===== config.mk =====
export PLATFORM = sky130hd
export DESIGN_NAME = digit_serial_adder
export DESIGN_NICKNAME = d
export VERILOG_FILES = /design/src/rtl/dsa_pkg.sv /design/src/rtl/digit_adder.sv /design/src/rtl/digit_serial_adder.sv
export SDC_FILE = /design/constraint.sdc
export NUM_CORES = 1
export LEC_CHECK = 0
export ABC_AREA = 1
export ABC_CLOCK_PERIOD_IN_PS = 3100
export BUFFER_PORTS_ARGS = -buffer_cell sky130_fd_sc_hd__buf_2
export CAP_MARGIN = 20
export CORE_MARGIN = 10
export CORE_UTILIZATION = 30
export DETAILED_ROUTE_END_ITERATION = 10
export PLACE_DENSITY = 0.59
export SYNTH_ARGS = -nofsm -noshare
export SYNTH_HDL_FRONTEND = slang
export SYNTH_SLANG_ARGS = --single-unit

===== constraint.sdc =====
create_clock -name clk -period 3.1 [get_ports clk]
set_input_delay 0 -clock clk [delete_from_list [all_inputs] [get_ports clk]]
set_output_delay 0 -clock clk [all_outputs]
set_load 0.03 [all_outputs]

===== src/rtl/dsa_pkg.sv =====
// Shared types and sizing helpers for the digit-serial adder.
// Optional build macro DSA_SATURATE_EN is consumed by digit_serial_adder.
package dsa_pkg;

   typedef enum logic [1:0] {
      IDLE = 2'd0,
      RUN  = 2'd1,
      DONE = 2'd2
   } dsa_state_e;

   localparam logic OP_ADD = 1'b0;
   localparam logic OP_SUB = 1'b1;

   function automatic int dsa_ndig(input int width, input int digit);
      return width / digit;
   endfunction

   // The digit index is never narrower than one bit, even when a single slice covers the whole word.
   function automatic int dsa_idx_w(input int width, input int digit);
      int n;
      n = width / digit;
      return (n > 1) ? $clog2(n) : 1;
   endfunction

endpackage


===== src/rtl/digit_adder.sv =====
// Combinational DIGIT-bit ripple-carry slice shared by every digit of an operation.
module digit_adder #(
   parameter int DIGIT = 4
) (
   input  logic [DIGIT-1:0] a,
   input  logic [DIGIT-1:0] b,
   input  logic             cin,
   output logic [DIGIT-1:0] sum,
   output logic             cout
);

   logic [DIGIT:0] c;

   // Explicit bit-by-bit ripple so the slice maps onto a simple full-adder chain.
   always_comb begin
      c[0] = cin;
      sum  = '0;
      for (int i = 0; i < DIGIT; i++) begin
         sum[i]   = a[i] ^ b[i] ^ c[i];
         c[i+1]   = (a[i] & b[i]) | (a[i] & c[i]) | (b[i] & c[i]);
      end
      cout = c[DIGIT];
   end

endmodule


===== src/rtl/digit_serial_adder.sv =====
// WIDTH-bit add/subtract computed DIGIT bits per clock with valid/ready handshakes.
// Define DSA_SATURATE_EN to replace overflowing results with the signed saturation value.
module digit_serial_adder
   import dsa_pkg::*;
#(
   parameter int WIDTH = 16,
   parameter int DIGIT = 4
) (
   input  logic             clk,
   input  logic             rst_n,
   input  logic             in_valid,
   output logic             in_ready,
   input  logic [WIDTH-1:0] a,
   input  logic [WIDTH-1:0] b,
   input  logic             op,
   input  logic             cin,
   output logic             out_valid,
   input  logic             out_ready,
   output logic [WIDTH-1:0] y,
   output logic             carry,
   output logic             ovf,
   output logic             busy,
   output logic [WIDTH-1:0] disp_a,
   output logic [WIDTH-1:0] disp_b
);

   localparam int NDIG = dsa_ndig(WIDTH, DIGIT);
   localparam int IDXW = dsa_idx_w(WIDTH, DIGIT);
   localparam logic [IDXW-1:0] LAST_IDX = IDXW'(NDIG - 1);

   dsa_state_e       state;
   logic [WIDTH-1:0] a_reg;
   logic [WIDTH-1:0] beff_reg;
   logic [WIDTH-1:0] y_reg;
   logic [WIDTH-1:0] y_next;
   logic [IDXW-1:0]  k;
   logic             carry_reg;
   logic             carry_flag;
   logic             ovf_flag;
   logic             ovf_next;
   logic             last;
   logic [DIGIT-1:0] a_slice;
   logic [DIGIT-1:0] b_slice;
   logic [DIGIT-1:0] sum;
   logic             cout;

   assign in_ready  = (state == IDLE);
   assign busy      = (state == RUN);
   assign out_valid = (state == DONE);
   assign y         = y_reg;
   assign carry     = carry_flag;
   assign ovf       = ovf_flag;
   assign last      = (k == LAST_IDX);

   assign a_slice = a_reg[k*DIGIT +: DIGIT];
   assign b_slice = beff_reg[k*DIGIT +: DIGIT];

   digit_adder #(
      .DIGIT(DIGIT)
   ) u_slice (
      .a   (a_slice),
      .b   (b_slice),
      .cin (carry_reg),
      .sum (sum),
      .cout(cout)
   );

   // Merge the current slice into the result; on the final slice this is also where
   // the overflow flag and the optional saturation value are settled.
   always_comb begin
      y_next                    = y_reg;
      y_next[k*DIGIT +: DIGIT]  = sum;
      ovf_next = (a_reg[WIDTH-1] == beff_reg[WIDTH-1]) &&
                 (y_next[WIDTH-1] != a_reg[WIDTH-1]);
`ifdef DSA_SATURATE_EN
      if (last && ovf_next) begin
         if (a_reg[WIDTH-1] == 1'b0) begin
            y_next = {1'b0, {(WIDTH-1){1'b1}}};
         end else begin
            y_next = {1'b1, {(WIDTH-1){1'b0}}};
         end
      end
`endif
   end

   // Capture in IDLE, one slice per RUN cycle, then hold the result until it is taken.
   always_ff @(posedge clk or negedge rst_n) begin
      if (!rst_n) begin
         state      <= IDLE;
         a_reg      <= '0;
         beff_reg   <= '0;
         y_reg      <= '0;
         k          <= '0;
         carry_reg  <= 1'b0;
         carry_flag <= 1'b0;
         ovf_flag   <= 1'b0;
         disp_a     <= '0;
         disp_b     <= '0;
      end else begin
         case (state)
            IDLE: begin
               if (in_valid) begin
                  a_reg      <= a;
                  beff_reg   <= (op == OP_ADD) ? b : ~b;
                  carry_reg  <= (op == OP_SUB) ? 1'b1 : cin;
                  disp_a     <= a;
                  disp_b     <= b;
                  k          <= '0;
                  y_reg      <= '0;
                  carry_flag <= 1'b0;
                  ovf_flag   <= 1'b0;
                  state      <= RUN;
               end
            end
            RUN: begin
               y_reg     <= y_next;
               carry_reg <= cout;
               k         <= k + 1'b1;
               if (last) begin
                  carry_flag <= cout;
                  ovf_flag   <= ovf_next;
                  state      <= DONE;
               end
            end
            DONE: begin
               if (out_ready) begin
                  state <= IDLE;
               end
            end
            default: begin
               state <= IDLE;
            end
         endcase
      end
   end

endmodule

==> impl_metrics.csv, run 1 <==
group,metric,value,unit
yosys,synthFlopType,"dfrtp_1",
drt,drc,0,
die,die_height,125,um
worst_setup_path,worstPathArrival,3.20,ns
grt,grt_pass1_vias,3049,
drt,drt_iter0_drc,119,
worst_setup_path,start_kind,"flop",
die,die_w,125,um
yosys,synth_top_area_cell,"dfrtp_1",
cells_and_area,synthToLayoutAreaGrowth,36.4,%
placed_design,port-buffer-count,90,
cts,tritoncts,"yes",
sta,worst_slew_pin_slew,0.900,ns
yosys,syn_area_per_cell,8.79,um2
worst_setup_path,r2r_cells,14,
worst_setup_path,worstReg2RegStart,"k[0]",
power_and_ir_drop,cellPowerDensity,1200,nW/um2
yosys,synth_enable_flop_cells,0,
grt,antenna_found_initial,0,
grt,grt-ovfl-total,0,
yosys,synth-seq-cells,71,
power_and_ir_drop,total_power,5.44,mW
placed_design,place.gp.congestion,0.805,
grt,grt_pass1_wl,15.6,mm
die,initial_utilization,30.6,%
die,io_pins,91,
worst_setup_path,worstSetupStartpoint,"k[0]",
drt,num_vias,2899,
cts,clockBufferDepth,2,
drt,viasPerCell,4.45,
die,die_area,15700,um2
worst_setup_path,r2r_end,"ovf",
flow_run,maxCapViolations,0,
worst_setup_path,cp_cell_sequence,"buf_12 > o21ai_1 > o22ai_2 > fa_2 > inv_2 > fa_2 > fa_2 > fa_1 > nor2_2 > nand3_2 > nand2_2 > nand2_1 > nand3_1 > nand2_1",
yosys,syn_area,3310,um2
die,std_cell_rows,38,
sta,fin_setup_tns,0,ns
cells_and_area,fillCellCount,1096,
die,core,10800,um2
yosys,synthTopCellsByArea,"dfrtp_1 54%, nand2_1 16%, xnor2_1 4.2%, o21ai_0 4.1%, inv_1 2.5%",
yosys,netlist.area_leader.share,53.6,%
grt,grt.total_usage,12.0,%
cts,h-tree-depth,3,
cts,clock_tree.root_cell,"clkbuf_8",
grt,grt_max_degree,75,
cells_and_area,final_nets,554,
power_and_ir_drop,p_leak,2.30,nW
worst_hold_path,whs_endpoint,"beff_reg[2]",
cts,cts_made_buffers,9,
cells_and_area,final_util,41.7,%
worst_setup_path,slowest_delay,0.50,ns
sta,setup_viol,0,
sta,relSlewSlack,40.0,%
cells_and_area,multi_input_area,1360,um2
run_status,outcome,"finished clean",
drt,firstDrtPassIters,5,
drt,postRouteAntennaNets,0,
sta,hold_viol_final,0,
sta,fmax,0.338,GHz
worst_setup_path,cp.required,3.34,ns
sta,fin_crit_sh,95.5,%
worst_setup_path,crit_fanout,5,
worst_hold_path,hold_class,"input port to flop",
cts,clock_latency,0.35,ns
worst_setup_path,cp-end-kind,"flop",
yosys,ys_async_sr_fraction,100,%
cts,clk_pin_slew_worst_paths,0.08,ns
cells_and_area,layout-drive-gt1-share,26.4,%
yosys,ys_types,27,
cells_and_area,seqCellArea,1780,um2
yosys,synth_seq_area_share,53.6,%
power_and_ir_drop,peakVddDrop,0.587,mV
drt,drt_wl_total,9.57,mm
sta,drv_slew,0,
yosys,synth_warnings,0,
yosys,synth_cells,377,
cells_and_area,diodes,0,
sta,finalClockSkew,0.0117,ns
cts,cts_sinks,71,
yosys,synth_nets,424,
worst_setup_path,reg2reg_slack,0.14,ns
sta,min_period,2.96,ns
worst_hold_path,whs_path_depth,3,
worst_setup_path,cp_common_cell,"fa_2",
placed_design,place_hpwl,6.84,mm
worst_setup_path,cpMaxStageDelayCell,"fa_1",
worst_hold_path,hp-start,"op",
drt,routedWlPerCell,14.7,um
worst_setup_path,worstSetupPathType,"flop to flop",
-- power by group --
group | switching (mW) | internal (mW)
Combinational | 1.97 | 1.09
Sequential | 0.309 | 1.35
Clock | 0.346 | 0.369
Total | 2.62 | 2.81
-- logic make-up after synthesis --
group	count (synthesis)	synth area share, %
AO/OA/AOI/OAI	59	10.4
adder cells (fa/ha/maj)	9	4.30
buffers and inverters	42	6.00
flip-flops	71	53.6
XOR/XNOR	16	4.23
AND/OR/NAND/NOR	180	21.5
-- layer usage --
metal  track usage, %  routed length [um]  vias up
met5                0                   0        -
met4             3.12                  45        0
met3             3.42                 431        4
met2             20.3                4780       67
met1             14.6                4310     1359
li1                 -                   -     1469
-- repair_timing --
action / CTS / global route
hold buffers: 35 / 0
resized for setup: 0 / 14
endpoints found under the hold margin: 121 / 0
endpoints found under the setup margin: 0 / 2
buffers inserted: 0 / 6
-- worst max path at each step --
stage	slack, ns	end
finish	0.14	ovf
floorplan	0.07	ovf
CTS	0.09	ovf
global route	-0.05	ovf
global placement	0.17	ovf
detailed placement	0.10	ovf
-- area by class of cell --
type / count / share of cell area, %
flip-flops and latches: 71 / 39.3
repair buffers: 137 / 20.4
multi-input cells: 264 / 30.1
well taps: 140 / 3.87
inverters: 24 / 2.05
clock buffers: 10 / 2.82
clock inverters: 6 / 1.36
-- synthesized netlist by cell type, types with 2 or more instances --
cell type / number
xnor2_1: 16
o31ai_1: 2
o21ai_0: 27
ha_1: 5
o22ai_1: 10
nand3_1: 15
fa_1: 4
buf_4: 2
nand2_1: 145
nor2_1: 15
o21ai_1: 7
a32o_1: 5
inv_1: 22
clkbuf_1: 4
a21oi_1: 6
buf_6: 3
dfrtp_1: 71
buf_2: 9
-- placed cells by master (no fill, tap or decap), types with 11 or more instances in the layout --
cell             n
dfrtp_1         69
dlygate4sd3_1   35
inv_1           19
buf_2           89
nand3_1         14
o21ai_0         26
nor2_1          14
xnor2_1         16
nand2_1        144
buf_4           11
-- worst max-delay path, delay by kind of cell, from the launching register on --
kind	cells	cell delay [ns]
simple gates	6	0.54
flops	1	0.42
fa+ha+maj	4	1.47
buf+inv	2	0.16
compound gates	2	0.28
-- stage by stage --
step	setup slack (ns)	instances	cell area, um2	hold slack [ns]
detailed placement	0.100	594	3880	0.193
global route	-0.0478	652	4520	0.228
floorplan	0.0740	377	3310	-0.296
CTS	0.0923	645	4420	0.191
finish	0.138	652	4520	0.211
global placement	0.172	594	3880	0.187
No activity file was read; power rests on OpenSTA's default activity.
==> run 2, diff against run 1 <==
- ABC_AREA: 1 -> unset
- GPL_TIMING_DRIVEN: unset -> 0
- PLACE_DENSITY: 0.59 -> 0.6
- RECOVER_POWER: unset -> 50
==> impl_metrics.csv, run 2 <==
group,metric,value,unit
flow_run,maxCapViolations,1,
power_and_ir_drop,peakVddDrop,0.550,mV
yosys,synth_cells,335,
worst_hold_path,whs_endpoint,"beff_reg[1]",
sta,setup_viol,1,
worst_setup_path,r2r_end,"ovf",
cts,clockBufferDepth,2,
yosys,synth_seq_area_share,54.2,%
yosys,synth.most_common_cell,"nand2_1",
die,initial_utilization,30.5,%
worst_hold_path,hold_class,"input port to flop",
sta,hold_viol_final,0,
sta,grt_setup_unrepaired,"true",
die,core,10700,um2
run_status,outcome,"finished with violations",
placed_design,pre_cts_slack,-0.529,ns
worst_hold_path,whs_path_depth,3,
yosys,synth_common_cells,"119 x nand2_1, 71 x dfrtp_1, 27 x inv_1",
cts,clk_pin_slew_worst_paths,0.09,ns
die,die_area,15500,um2
drt,postRouteAntennaNets,0,
sta,worst_slew_pin_slew,1.78,ns
sta,min_period,3.12,ns
placed_design,port-buffer-count,89,
placed_design,place_hpwl,6.80,mm
cells_and_area,final_nets,522,
yosys,syn_area,3280,um2
yosys,netlist.area_leader.share,54.2,%
worst_setup_path,r2r_cells,11,
worst_setup_path,worstReg2RegStart,"k[0]",
cells_and_area,final_cell_mix,"119 x nand2_1, 70 x dfrtp_1, 51 x buf_2",
power_and_ir_drop,cellPowerDensity,1180,nW/um2
placed_design,place_area,3920,um2
worst_setup_path,crit_fanout,5,
grt,grt.total_usage,12.6,%
worst_setup_path,worstSetupPathType,"flop to flop",
die,std_cell_rows,38,
cells_and_area,final_area,4440,um2
sta,finalClockSkew,0.0139,ns
cts,cts_made_buffers,9,
grt,grt-ovfl-total,0,
sta,fmax,0.321,GHz
yosys,synthFlopType,"dfrtp_1",
cells_and_area,multi_input_area,1320,um2
sta,drv_slew,72,
yosys,ys_types,29,
drt,viasPerCell,4.48,
power_and_ir_drop,p_leak,2.09,nW
sta,relSlewSlack,-18.5,%
cts,clock_tree.root_cell,"clkbuf_8",
drt,num_vias,2780,
cts,tritoncts,"yes",
cells_and_area,mostFrequentLayoutCell,"nand2_1",
die,io_pins,91,
cts,clock_latency,0.36,ns
drt,drc,0,
yosys,synthTopCellsByArea,"dfrtp_1 54%, nand2_1 14%, mux4_2 5.5%, xnor2_1 4.3%, inv_1 3.1%",
cells_and_area,fillCellCount,1109,
cells_and_area,seqCellArea,1780,um2
cells_and_area,synthToLayoutAreaGrowth,35.6,%
cells_and_area,final_util,41.3,%
yosys,synth_warnings,0,
cells_and_area,layout-drive-gt1-share,20.0,%
worst_setup_path,reg2reg_slack,-0.02,ns
grt,grt_pass1_wl,15.8,mm
grt,antenna_found_initial,0,
yosys,ys_async_sr_fraction,100,%
worst_setup_path,start_kind,"flop",
worst_setup_path,worstPathArrival,3.37,ns
placed_design,place.gp.congestion,0.797,
cts,cts_sinks,71,
yosys,synth_enable_flop_cells,0,
drt,drt_wl_total,9.54,mm
sta,fin_crit_sh,101,%
cts,h-tree-depth,3,
cells_and_area,diodes,0,
worst_setup_path,cp.required,3.35,ns
run_status,violations,"capacitance limit, slew limit, setup timing",
worst_hold_path,hp-start,"op",
die,die_height,124,um
worst_setup_path,cp-end-kind,"flop",
sta,holdWs,0.0811,ns
grt,grt_pass1_vias,2976,
yosys,synth-seq-cells,71,
sta,worst_slack,-0.0184,ns
drt,firstDrtPassIters,6,
die,die_w,124,um
yosys,syn_area_per_cell,9.78,um2
drt,routedWlPerCell,15.4,um
yosys,synth_top_area_cell,"dfrtp_1",
drt,drt_iter0_drc,147,
yosys,synth_nets,382,
grt,grt_max_degree,72,
[run 2: cell count changes after synthesis, moves of 8 or more]
cell / previous run / this run
nor2_1: 15 / 5
nand2_1: 145 / 119
o21ai_0: 27 / 19
mux4_2: 0 / 8
nand3_1: 15 / 6
[run 2: routing by layer]
metal	track usage, %	vias up	part of all wire, %
li1	-	1358	-
met1	15.9	1337	46
met2	20.1	73	46
met3	3.70	12	5.5
met4	4.46	0	1.7
met5	0	-	0
[run 2: critical path, cell delays in order, from the launching register on]
cell	delay [ns]
dfrtp_2	0.41
buf_12	0.13
mux4_2	0.53
fa_2	0.37
inv_2	0.06
fa_2	0.19
fa_2	0.19
fa_2	0.45
nor3b_2	0.19
o2bb2ai_2	0.15
mux2i_1	0.26
o21ai_1	0.08
[run 2: what timing repair did]
action	in CTS	in global routing
buffers inserted	5	0
hold buffers	35	0
endpoints found under the setup margin	3	1
endpoints found under the hold margin	121	0
gates resized for setup	9	1
pin swaps	3	0
[run 2: per-stage QoR]
stage,TNS (ns),instances,power [mW]
6_report,-0.0184,620,5.26
5_1_grt,-0.0863,620,5.70
2_1_floorplan,0,335,3.58
4_1_cts,-0.0164,620,5.42
3_3_place_gp,-0.838,564,4.48
3_5_place_dp,-0.836,564,4.54
[run 2: power by group]
part / total, mW / switching [mW] / internal [mW]
clock network: 0.687 / 0.391 / 0.296
logic: 2.95 / 1.92 / 1.03
registers: 1.62 / 0.273 / 1.35
total: 5.26 / 2.58 / 2.67
[run 2: how the worst max path moves through the flow]
stage | cells after the start | endpoint | slack [ns] | startpoint
3_5_place_dp | 11 | ovf | -0.53 | k[1]
3_3_place_gp | 11 | ovf | -0.54 | k[1]
2_1_floorplan | 11 | ovf | 0.005 | k[0]
4_1_cts | 11 | ovf | -0.02 | k[0]
6_report | 11 | ovf | -0.02 | k[0]
5_1_grt | 11 | ovf | -0.09 | k[0]
[run 2: cells by family after synthesis]
group	after synthesis	synth area share, %
flip-flops	71	54.2
AO/OA/AOI/OAI	45	7.87
XOR/XNOR	16	4.28
multiplexers	9	5.81
adder cells (fa/ha/maj)	9	4.35
buffers and inverters	45	6.15
AND/OR/NAND/NOR	140	17.3
[run 2: area by class of cell]
type                    instances  share of cell area (%)
plain buffers                  17                    2.59
clock inverters                 7                    1.27
multi-input cells             219                    29.7
well taps                     140                    3.94
inverters                      28                    2.37
flip-flops and latches         71                    40.0
clock buffers                   9                    2.79
repair buffers                129                    17.3
